[src/rtl/seg_pkg.sv]
// Shared types and constants for the 7-segment scan path.
// Digit words are packed so a whole BCD value moves as one 16-bit bus.
package seg_pkg;
    localparam int          NDIG        = 4;
    localparam logic [15:0] MAX_DISPLAY = 16'd9999;
    localparam logic [3:0]  CODE_LAMP   = 4'd10;
    localparam logic [3:0]  CODE_DASH   = 4'd11;

    typedef logic [3:0] bcd_digit_t;
    typedef bcd_digit_t [NDIG-1:0] bcd_word_t;

    // Double-dabble correction: any nibble >= 5 gets +3 before the shift.
    function automatic bcd_word_t dabble_adjust(input bcd_word_t w);
        bcd_word_t r;
        for (int i = 0; i < NDIG; i++) begin
            r[i] = (w[i] >= 4'd5) ? w[i] + 4'd3 : w[i];
        end
        return r;
    endfunction
endpackage

[src/rtl/bin2bcd_seq.sv]
// Sequential 16-bit binary to 4-digit BCD converter, one bit per clock.
// done is high in the final iteration cycle; bcd then holds the finished word.
module bin2bcd_seq
    import seg_pkg::*;
(
    input  logic        clk,
    input  logic        reset,
    input  logic        start,
    input  logic [15:0] bin,
    output logic        busy,
    output logic        done,
    output bcd_word_t   bcd
);
    logic [15:0] sh;
    bcd_word_t   acc;
    logic [3:0]  iter;
    logic [31:0] shifted;

    // The fifth decade falls off the top here; overflow is flagged elsewhere.
    always_comb begin
        shifted = {dabble_adjust(acc), sh} << 1;
    end

    assign bcd  = shifted[31:16];
    assign done = busy && (iter == 4'd15);

    always_ff @(posedge clk) begin
        if (reset) begin
            busy <= 1'b0;
            iter <= '0;
            sh   <= '0;
            acc  <= '0;
        end else if (start && !busy) begin
            busy <= 1'b1;
            iter <= '0;
            sh   <= bin;
            acc  <= '0;
        end else if (busy) begin
            acc  <= shifted[31:16];
            sh   <= shifted[15:0];
            iter <= iter + 4'd1;
            if (iter == 4'd15) begin
                busy <= 1'b0;
            end
        end
    end
endmodule

[src/rtl/seg_scan_driver.sv]
// Latches a 16-bit value, converts it to BCD and scans four common-anode digits.
// Display and overflow flag update together when conversion completes.
module seg_scan_driver
    import seg_pkg::*;
#(
    parameter int DWELL_CYCLES = 12500
) (
    input  logic        clk,
    input  logic        reset,
    input  logic [15:0] value,
    input  logic        load,
    input  logic        blank_lz,
    input  logic        lamp_test,
    output logic [3:0]  num,
    output logic [3:0]  digit_en,
    output logic        busy
);
    localparam int DW_W = (DWELL_CYCLES > 1) ? $clog2(DWELL_CYCLES) : 1;

    logic            start;
    logic            conv_done;
    bcd_word_t       conv_bcd;
    bcd_word_t       disp;
    logic            ovf;
    logic            pend_ovf;
    logic [DW_W-1:0] dwell_cnt;
    logic [1:0]      scan_idx;
    logic [NDIG-1:0] zero_from;
    logic            blank;
    logic [3:0]      num_next;
    logic [3:0]      en_next;

    assign start = load && !busy;

    bin2bcd_seq u_conv (
        .clk   (clk),
        .reset (reset),
        .start (start),
        .bin   (value),
        .busy  (busy),
        .done  (conv_done),
        .bcd   (conv_bcd)
    );

    // zero_from[i]: digits i..3 are all zero.
    always_comb begin
        zero_from = '0;
        for (int i = 0; i < NDIG; i++) begin
            zero_from[i] = 1'b1;
            for (int j = i; j < NDIG; j++) begin
                if (disp[j] != 4'd0) zero_from[i] = 1'b0;
            end
        end
        blank = blank_lz && !lamp_test && !ovf && (scan_idx != 2'd0) && zero_from[scan_idx];

        if (lamp_test)      num_next = CODE_LAMP;
        else if (ovf)       num_next = CODE_DASH;
        else                num_next = disp[scan_idx];

        // Guard cycle at slot start keeps the previous digit from ghosting.
        if ((dwell_cnt == '0) || blank) en_next = 4'b1111;
        else                            en_next = ~(4'b0001 << scan_idx);
    end

    always_ff @(posedge clk) begin
        if (reset) begin
            disp      <= '0;
            ovf       <= 1'b0;
            pend_ovf  <= 1'b0;
            dwell_cnt <= '0;
            scan_idx  <= '0;
            num       <= 4'd0;
            digit_en  <= 4'b1111;
        end else begin
            if (start) begin
                pend_ovf <= (value > MAX_DISPLAY);
            end
            if (conv_done) begin
                disp <= conv_bcd;
                ovf  <= pend_ovf;
            end
            if (dwell_cnt == DW_W'(DWELL_CYCLES - 1)) begin
                dwell_cnt <= '0;
                scan_idx  <= scan_idx + 2'd1;
            end else begin
                dwell_cnt <= dwell_cnt + 1'b1;
            end
            num      <= num_next;
            digit_en <= en_next;
        end
    end
endmodule

[config.mk]
export PLATFORM = sky130hd
export DESIGN_NAME = seg_scan_driver
export DESIGN_NICKNAME = d
export VERILOG_FILES = /design/src/rtl/seg_pkg.sv /design/src/rtl/bin2bcd_seq.sv /design/src/rtl/seg_scan_driver.sv
export SDC_FILE = /design/constraint.sdc
export NUM_CORES = 1
export LEC_CHECK = 0
export CAP_MARGIN = 0
export CORE_MARGIN = 5
export CORE_UTILIZATION = 55
export DETAILED_ROUTE_END_ITERATION = 16
export PLACE_DENSITY = 0.87
export SLEW_MARGIN = 0
export SYNTH_ARGS = -nofsm -noshare
export SYNTH_HDL_FRONTEND = slang
export SYNTH_SLANG_ARGS = --single-unit
[constraint.sdc]
create_clock -name clk -period 3.9 [get_ports clk]
set_clock_uncertainty 0.1 [all_clocks]
set_input_delay 0.585 -clock clk [delete_from_list [all_inputs] [get_ports clk]]
set_output_delay 0.585 -clock clk [all_outputs]
set_load 0.01 [all_outputs]
# --- Word-level counts from Yosys, hierarchy flattened ---
# Cells that the tools add are included.
totals:
  mem_bits_ro: 0
  wordCells: 84
  n_memories: 0
  in_bits: 21
  output_inout_bits: 9
  ramBits: 0
  latchBits: 0
  register_bits: 79
op_classes:
  eq_ne: 2
  addsub: 7
  shift: 1
  n_bitwise: 1
  reduce_logical: 23
  mux: 25
  n_mul: 0
  n_div: 0
  magnitude_cmp: 6
ops:
  columns: ["op", "count"]
  rows:
  - ["two-way mux 16 bit", 2]
  - ["two-way mux 4 bit", 6]
  - [">= comparator 4 x 3 -> 1 bit (second input constant)", 4]
  - ["greater-than comparator 16 x 14 -> 1 bit (second input constant)", 1]
  - ["nonzero test 4 bit", 4]
  - ["adder 14 x 1 -> 14 bit (second input constant)", 1]
  - ["== test 14 bit (second input constant)", 1]
  - ["logical NOT 14 bit", 1]
  - ["two-way mux 1 bit", 14]
  - ["adder 4 x 2 -> 4 bit (second input constant)", 3]
  - ["binary-select mux 4 bit (select 2 bit)", 1]
  - ["OR reduction 2 bit", 4]
  - ["logical AND 1 bit", 7]
  - ["adder 4 x 1 -> 4 bit (second input constant)", 1]
  - ["== test 4 bit (second input constant)", 1]
  - ["inverter 4 bit", 1]
  - ["nonzero test 2 bit", 2]
  - ["<< shifter 1 x 2 -> 4 bit (first input constant)", 1]
  - ["adder 3 x 2 -> 3 bit (second input constant)", 1]
  - ["logical NOT 1 bit", 3]
  - ["< comparator 2 x 3 -> 1 bit (second input constant)", 1]
  - ["two-way mux 3 bit", 1]
  - ["OR reduction 3 bit", 1]
  - ["adder 2 x 1 -> 2 bit (second input constant)", 1]
  - ["2 further kinds", 2]

# --- Logic depth before layout (Yosys ltp) ---
# Gate-level depths: netlist of the first run.
depth:
  word_depth: 10
  mapped_depth: 7
  ltp_nobuf: 6

# --- Modules after synthesis ---
# A second synthesis of the first run with hierarchy kept.
unflattened:
  cells_unflattened: 430
  area_unflattened_um2: 3870.0
modules_own_cells:
  columns: ["module", "seq_area_each_um2", "area_per_inst_um2", "cells_each", "instances"]
  rows:
  - ["bin2bcd_seq", 740.7, 2010.7, 243, 1]
  - ["seg_scan_driver", 840.8, 1859.3, 187, 1]

# --- Worst setup path before layout of the first run ---
# OpenSTA, ideal clock, no wires.
synth_path:
  kind: "reg-to-reg"
  startpoint: "register dwell_cnt[11]"
  endpoint: "register dwell_cnt[12]"
  required_time_ps: 3685
  slack_ps: 2082
  setup_ps: 115
  period_less_slack_ps: 1818
  path_stages_with_launch: 7
  n_path_buf: 2
  t_arrival_ps: 1603
  cell_sequence: "dfxtp_1 or4_4 nor4_4 or2_0 buf_4 buf_6 nor2_1"
synth_between:
  elab_chain_len: 2
  word_cells_on_any_way: 3
  cone_classes: "add/sub: 1; eq/ne: 1; reduce/logical: 1"
synth_rtl:
  columns: ["element", "line_no", "text"]
  rows:
  - ["start, declared", "seg_scan_driver.sv:26", "logic [DW_W-1:0] dwell_cnt;"]
  - ["start signal, assigned", "seg_scan_driver.sv:86", "dwell_cnt <= dwell_cnt + 1'b1;"]
  - ["parallel branches: the longest is 2 deep, another holds adder 14 x 1 -> 14 bit", null, null]
# Parallel ways; which one is timed is not known.
# A chain may end at the register's enable or synchronous reset.

# --- Final worst setup path of the first run ---
layout_path:
  startpoint: "register u_conv.busy"
  endpoint: "output busy"
layout_rtl:
  columns: ["element", "line_no", "text"]
  rows:
  - ["start, declared", "bin2bcd_seq.sv:10", "output logic busy,"]
  - ["start signal, assigned", "bin2bcd_seq.sv:29", "busy <= 1'b0;"]
  - ["start signal, assigned", "bin2bcd_seq.sv:34", "busy <= 1'b1;"]
  - ["start signal, assigned", "bin2bcd_seq.sv:43", "busy <= 1'b0;"]
  - ["end, declared", "seg_scan_driver.sv:16", "output logic busy"]
# No word-level cell between the ends.

==> results.json, run 1 <==
{
  "portBuffers": 29,
  "slowest_delay_ns": 0.64,
  "fin_cells": 515,
  "start_util": 0.570,
  "place_area_um2": 3950,
  "crit_chain": "buf_4, clkdlybuf4s50_1",
  "crit_arrival_ns": 1.99,
  "worstMarginPinSlew_ns": 1.03,
  "core_region_area_um2": 6390,
  "cp-startpoint": "u_conv.busy$_SDFF_PP0_",
  "cts_tree": "done",
  "setup_tns_ns": 0,
  "r2r_setup_slack_ns": 1.53,
  "run_status": "complete, no violations",
  "period_share": 0.685,
  "grt_max_degree": 46,
  "hold_viol": 0,
  "worstHoldPathType": "reg -> reg",
  "whs_ns": 0.356,
  "path_delay_family": "buffers and inverters",
  "reg2reg_from": "u_conv.busy$_SDFF_PP0_",
  "cts_buffers": 9,
  "area_growth_pct": 13.0,
  "async_reset_ff_frac": 0,
  "clk_pin_slew_ns": 0.07,
  "ioPinCount": 30,
  "syn_area_per_cell_um2": 8.79,
  "synth-edff-count": 0,
  "ys_seq_elements": 79,
  "syn_inst": 414,
  "drtAntennaViolNets": 0,
  "cp_slowest_cell": "dfxtp_2",
  "path_class": "reg -> out",
  "rsz0062_at_grt": "false",
  "grt_overflow": 0,
  "hold_buffers": 0,
  "routed_via_density": 5.72,
  "fp.dieH_um": 91.3,
  "cts_setup_buffers": 0,
  "cap_viol_max_count": 0,
  "fin_util": 0.644,
  "drive_above_1_share": 0.0685,
  "setup_viol": 0,
  "cts-root-buf": "clkbuf_8",
  "dp_hpwl_mm": 5.11,
  "h-tree-depth": 3,
  "dp.cells": 500,
  "ys_types": 40,
  "cts_max_path_buffers": 2,
  "yosysSeqAreaShare": 0.435,
  "synth_warnings": 0,
  "nets": 470,
  "p_per_area_nw_per_um2": 364,
  "insertion_delay_ns": 0.35,
  "num_vias": 2947,
  "netlist_area_um2": 3640,
  "grt_pass1_vias": 2829,
  "slew_headroom": 0.310,
  "syn_nets": 450,
  "worst_slack_ns": 1.23,
  "cp_max_fo": 34,
  "grt_usage": 0.181,
  "leakage_nw": 1.49,
  "clock_sinks": 79,
  "cts.repair.resized": 0,
  "fmax_mhz": 374,
  "num_rows": 29,
  "grt_pass1_wl_mm": 12.5,
  "design_area_um2": 4110,
  "holdCritStartpoint": "pend_ovf$_SDFFE_PP0P_",
  "worstPathRequired_ns": 3.21,
  "dpl_worst_slack_ns": 1.57,
  "n_antenna_cell": 0,
  "firstDrtPassIters": 4,
  "drc_errors": 0,
  "critPathCaptureType": "primary output",
  "crit_buf_inv": 2,
  "vdd_drop_max_mv": 0.251,
  "slew_viol_final": 0,
  "start_kind": "register",
  "drtIter0Drc": 179,
  "synth-main-ff-cell": "dfxtp_1",
  "gp_congestion": 0.843,
  "dieWidth_um": 91.3,
  "antenna_found_initial": 0,
  "fp.dieArea_um2": 8340,
  "drt-wirelength-per-cell_um": 14.3,
  "finalCriticalPeriod_ns": 2.67,
  "drt-total-wl_mm": 7.35,
  "p_total_mw": 1.50
}
-- registers in the layout (all words and copies together) (netlist names) --
signal       count
disp            16
u_conv.acc      16
u_conv.sh       16
dwell_cnt       14
digit_en         4
num              4
u_conv.iter      4
scan_idx         2
ovf              1
pend_ovf         1
u_conv.busy      1
-- worst paths after layout --
check | cells after the start | end
max | 2 | busy
min | 2 | ovf$_SDFFE_PP0P_
max reg2reg | 3 | disp[14]$_SDFFE_PP0P_
min reg2reg | 2 | ovf$_SDFFE_PP0P_
-- layout make-up --
type / instances / area (µm²)
Clock buffer: 11 / 141
Clock inverter: 4 / 22.5
Fill cell: 522 / 2270
Inverter: 14 / 52.6
Multi-Input combinational cell: 298 / 1900
Sequential cell: 79 / 1580
Tap cell: 77 / 96.3
Timing Repair Buffer: 32 / 313
-- layout by cell type (no fill, tap or decap), drive strengths merged --
| cell | synthesis | layout |
|---|---|---|
| buf | 5 | 3 |
| nor3 | 5 | 5 |
| a211o | 1 | 1 |
| mux2 | 4 | 4 |
| a21oi | 36 | 36 |
| o22ai | 8 | 8 |
| or4 | 2 | 2 |
| mux2i | 19 | 19 |
| nand3 | 14 | 14 |
| nand4 | 5 | 5 |
| inv | 14 | 14 |
| a31oi | 1 | 1 |
| nor4b | 3 | 3 |
| xor2 | 10 | 10 |
| nand2b | 13 | 13 |
| and4 | 3 | 3 |
| clkdlybuf4s50 | 0 | 29 |
| nor3b | 3 | 3 |
| o311ai | 1 | 1 |
| clkinv | 0 | 3 |
| clkinvlp | 0 | 1 |
| o21ai | 18 | 18 |
| nor2 | 72 | 72 |
| mux4 | 4 | 4 |
| or3 | 2 | 2 |
| a211oi | 10 | 10 |
| nand2 | 21 | 21 |
| ha | 15 | 15 |
| and3 | 1 | 1 |
| nor4 | 6 | 6 |
| o31ai | 1 | 1 |
| xnor2 | 8 | 8 |
| dfxtp | 79 | 79 |
| clkbuf | 18 | 11 |
| nand3b | 8 | 8 |
| or2 | 3 | 3 |
| nor2b | 1 | 1 |
-- tightest hold or removal path: stages (launching register included) --
cell and delay, ns:
dfxtp_1 0.31, nand2_1 0.05, a21oi_1 0.05
-- where the power goes --
part / switching, mW / leakage (nW) / internal (mW)
sequential: 0.0183 / 0.642 / 0.827
combinational: 0.0667 / 0.766 / 0.0643
clock: 0.278 / 0.0850 / 0.242
-- layer usage --
layer | global-route usage | wire length [µm]
met5 | 0 | 0
met4 | 0.0685 | 104
met3 | 0.0579 | 397
met2 | 0.298 | 3530
met1 | 0.219 | 3310
-- synthesized netlist by cell type (2+ instances only) --
master / number / area share
a211oi_1: 10 / 0.021
a21oi_1: 36 / 0.050
and4_1: 3 / 0.0072
buf_2: 2 / 0.0028
clkbuf_1: 18 / 0.019
dfxtp_1: 79 / 0.43
ha_1: 15 / 0.052
inv_1: 14 / 0.014
mux2_2: 4 / 0.012
mux2i_1: 19 / 0.052
mux4_2: 4 / 0.025
nand2_1: 21 / 0.022
nand2b_1: 13 / 0.022
nand3_1: 14 / 0.019
nand3b_1: 8 / 0.017
nand4_1: 5 / 0.0086
nor2_1: 72 / 0.074
nor3_1: 5 / 0.0069
nor3b_1: 3 / 0.0062
nor4_1: 5 / 0.0086
nor4b_1: 3 / 0.0072
o21ai_0: 18 / 0.025
o22ai_1: 8 / 0.014
or2_2: 2 / 0.0034
or3_1: 2 / 0.0034
xnor2_1: 8 / 0.019
xor2_1: 10 / 0.024
-- logic make-up after synthesis --
| logic type | Yosys count | share of synthesized area |
|---|---|---|
| xor+xnor | 18 | 0.0433 |
| mux | 27 | 0.0894 |
| flops | 79 | 0.435 |
| simple gates | 162 | 0.222 |
| compound gates | 76 | 0.117 |
| buf+inv | 37 | 0.0420 |
| fa+ha+maj | 15 | 0.0516 |
(Power assumes the default switching activity.)
==> inputs of run 2 (changes only) <==
clock period = 2.8 ns   (was 3.9 ns; I/O delays follow)
==> run 2 against run 1 <==
  * Power rose by 47%
  * Worst hold slack improved by 0.0097 ns
  * Clock power rose by 60%
  * Combinational power rose by 43%
  * Core utilization rose by 0.98 points
  * Design area rose by 1.5%
  * Via count rose by 1.4%
  * Sequential share of layout area fell by 0.58 points
  * Critical path type unchanged
  * Critical endpoint unchanged
==> results.json, run 2 (synthesized netlist as in run 1, its figures left out) <==
{
  "run_status": "complete, no violations",
  "drive_above_1_share": 0.0792,
  "cp-startpoint": "u_conv.busy$_SDFF_PP0_",
  "slew_viol_final": 0,
  "leakage_nw": 1.52,
  "hold_buffers": 0,
  "dp_hpwl_mm": 5.38,
  "fin_cells": 519,
  "antenna_found_initial": 0,
  "cap_viol_max_count": 0,
  "firstDrtPassIters": 4,
  "setup_viol": 0,
  "start_kind": "register",
  "final_common_cell": "dfxtp_1",
  "clk_pin_slew_ns": 0.08,
  "portBuffers": 29,
  "crit_arrival_ns": 1.57,
  "holdCritStartpoint": "pend_ovf$_SDFFE_PP0P_",
  "r2r_setup_slack_ns": 0.88,
  "grt_max_degree": 41,
  "path_delay_family": "buffers and inverters",
  "reg2reg_from": "dwell_cnt[11]$_SDFF_PP0_",
  "fmax_mhz": 478,
  "p_per_area_nw_per_um2": 525,
  "r2r_cells": 5,
  "hold_viol": 0,
  "routed_via_density": 5.76,
  "drt-total-wl_mm": 7.48,
  "min_path_cells": 2,
  "regToRegEndpoint": "dwell_cnt[11]$_SDFF_PP0_",
  "cts-root-buf": "clkbuf_8",
  "grt_usage": 0.188,
  "cts_tree": "done",
  "crit_chain": "clkdlybuf4s50_1",
  "whs_ns": 0.365,
  "insertion_delay_ns": 0.35,
  "critPathCaptureType": "primary output",
  "cp_max_fo": 24,
  "drt-wirelength-per-cell_um": 14.4,
  "rsz0062_at_grt": "false",
  "nFillCells": 515,
  "clock_sinks": 79,
  "worstPathRequired_ns": 2.28,
  "drtIter0Drc": 168,
  "fp.dieArea_um2": 8340,
  "cts_max_path_buffers": 2,
  "worstMarginPinSlew_ns": 0.447,
  "crit_buf_inv": 1,
  "start_util": 0.570,
  "finalCriticalPeriod_ns": 2.09,
  "cts_setup_buffers": 0,
  "drtAntennaViolNets": 0,
  "layout_common_cells": "dfxtp_1, nor2_1, a21oi_1",
  "slew_headroom": 0.702,
  "num_rows": 29,
  "num_vias": 2987,
  "ioPinCount": 30,
  "top_regs": "disp x16, u_conv.acc x16, u_conv.sh x16",
  "drc_errors": 0,
  "cp_slowest_cell": "clkdlybuf4s50_1",
  "vdd_drop_max_mv": 0.442,
  "nets": 474,
  "core_region_area_um2": 6390,
  "n_antenna_cell": 0,
  "cts.repair.resized": 0,
  "grt_pass1_wl_mm": 13.0,
  "cts_buffers": 9,
  "setup_tns_ns": 0,
  "dp.cells": 504,
  "worst_hold_path.endpoint": "ovf$_SDFFE_PP0P_",
  "period_share": 0.748,
  "h-tree-depth": 3,
  "worstHoldPathType": "reg -> reg",
  "grt_pass1_vias": 2951,
  "slowest_delay_ns": 0.63,
  "path_class": "reg -> out",
  "fp.dieH_um": 91.3,
  "gp_congestion": 0.808,
  "area_growth_pct": 14.8,
  "grt_overflow": 0,
  "dieWidth_um": 91.3
}
-- run 2: worst max path at each step --
stage | depth (start not counted) | endpoint | slack, ns
floorplan | 6 | dwell_cnt[12]$_SDFF_PP0_ | 0.98
global placement | 3 | u_conv.acc[12]$_SDFFE_PP0P_ | 0.89
detailed placement | 3 | u_conv.acc[12]$_SDFFE_PP0P_ | 0.83
CTS | 1 | busy | 0.69
global route | 1 | busy | 0.62
finish | 1 | busy | 0.71
-- run 2: layout make-up --
cell class | instances | area (µm²) | share of cell area
tap | 77 | 96.3 | 0.0231
inverter | 14 | 52.6 | 0.0126
clock buffer | 10 | 138 | 0.0330
sequential | 79 | 1580 | 0.379
multi-input combinational | 298 | 1900 | 0.456
timing repair buffer | 36 | 343 | 0.0821
clock inverter | 5 | 58.8 | 0.0141
-- run 2: worst reg2reg max path, cell delays in order, from the launching register on --
cell and delay, ns:
dfxtp_1 0.34, or4_4 0.57, nor4_4 0.38, or2_0 0.16, buf_4 0.20, a21oi_1 0.07
-- run 2: report_power, final --
part           switching (mW)  internal, mW  leakage (nW)
sequential             0.0244          1.15         0.642
combinational          0.0949        0.0917         0.785
clock                   0.400         0.431        0.0944
-- run 2: per-layer routing --
layer,GRT usage,wire length [µm]
met2,0.322,3740
met4,0.0660,137
met1,0.224,3160
met5,0,0
met3,0.0579,437
-- run 2: through the flow --
stage / util / instance area (µm²) / setup slack, ns / power, mW
after CTS: 0.654 / 4180 / 0.685 / 2.21
after global routing: 0.654 / 4180 / 0.619 / 2.29
after floorplan: - / 3640 / 0.982 / 1.32
after detailed placement: 0.623 / 3980 / 0.833 / 1.39
after global placement: 0.623 / 3980 / 0.892 / 1.38
final: 0.654 / 4180 / 0.706 / 2.19
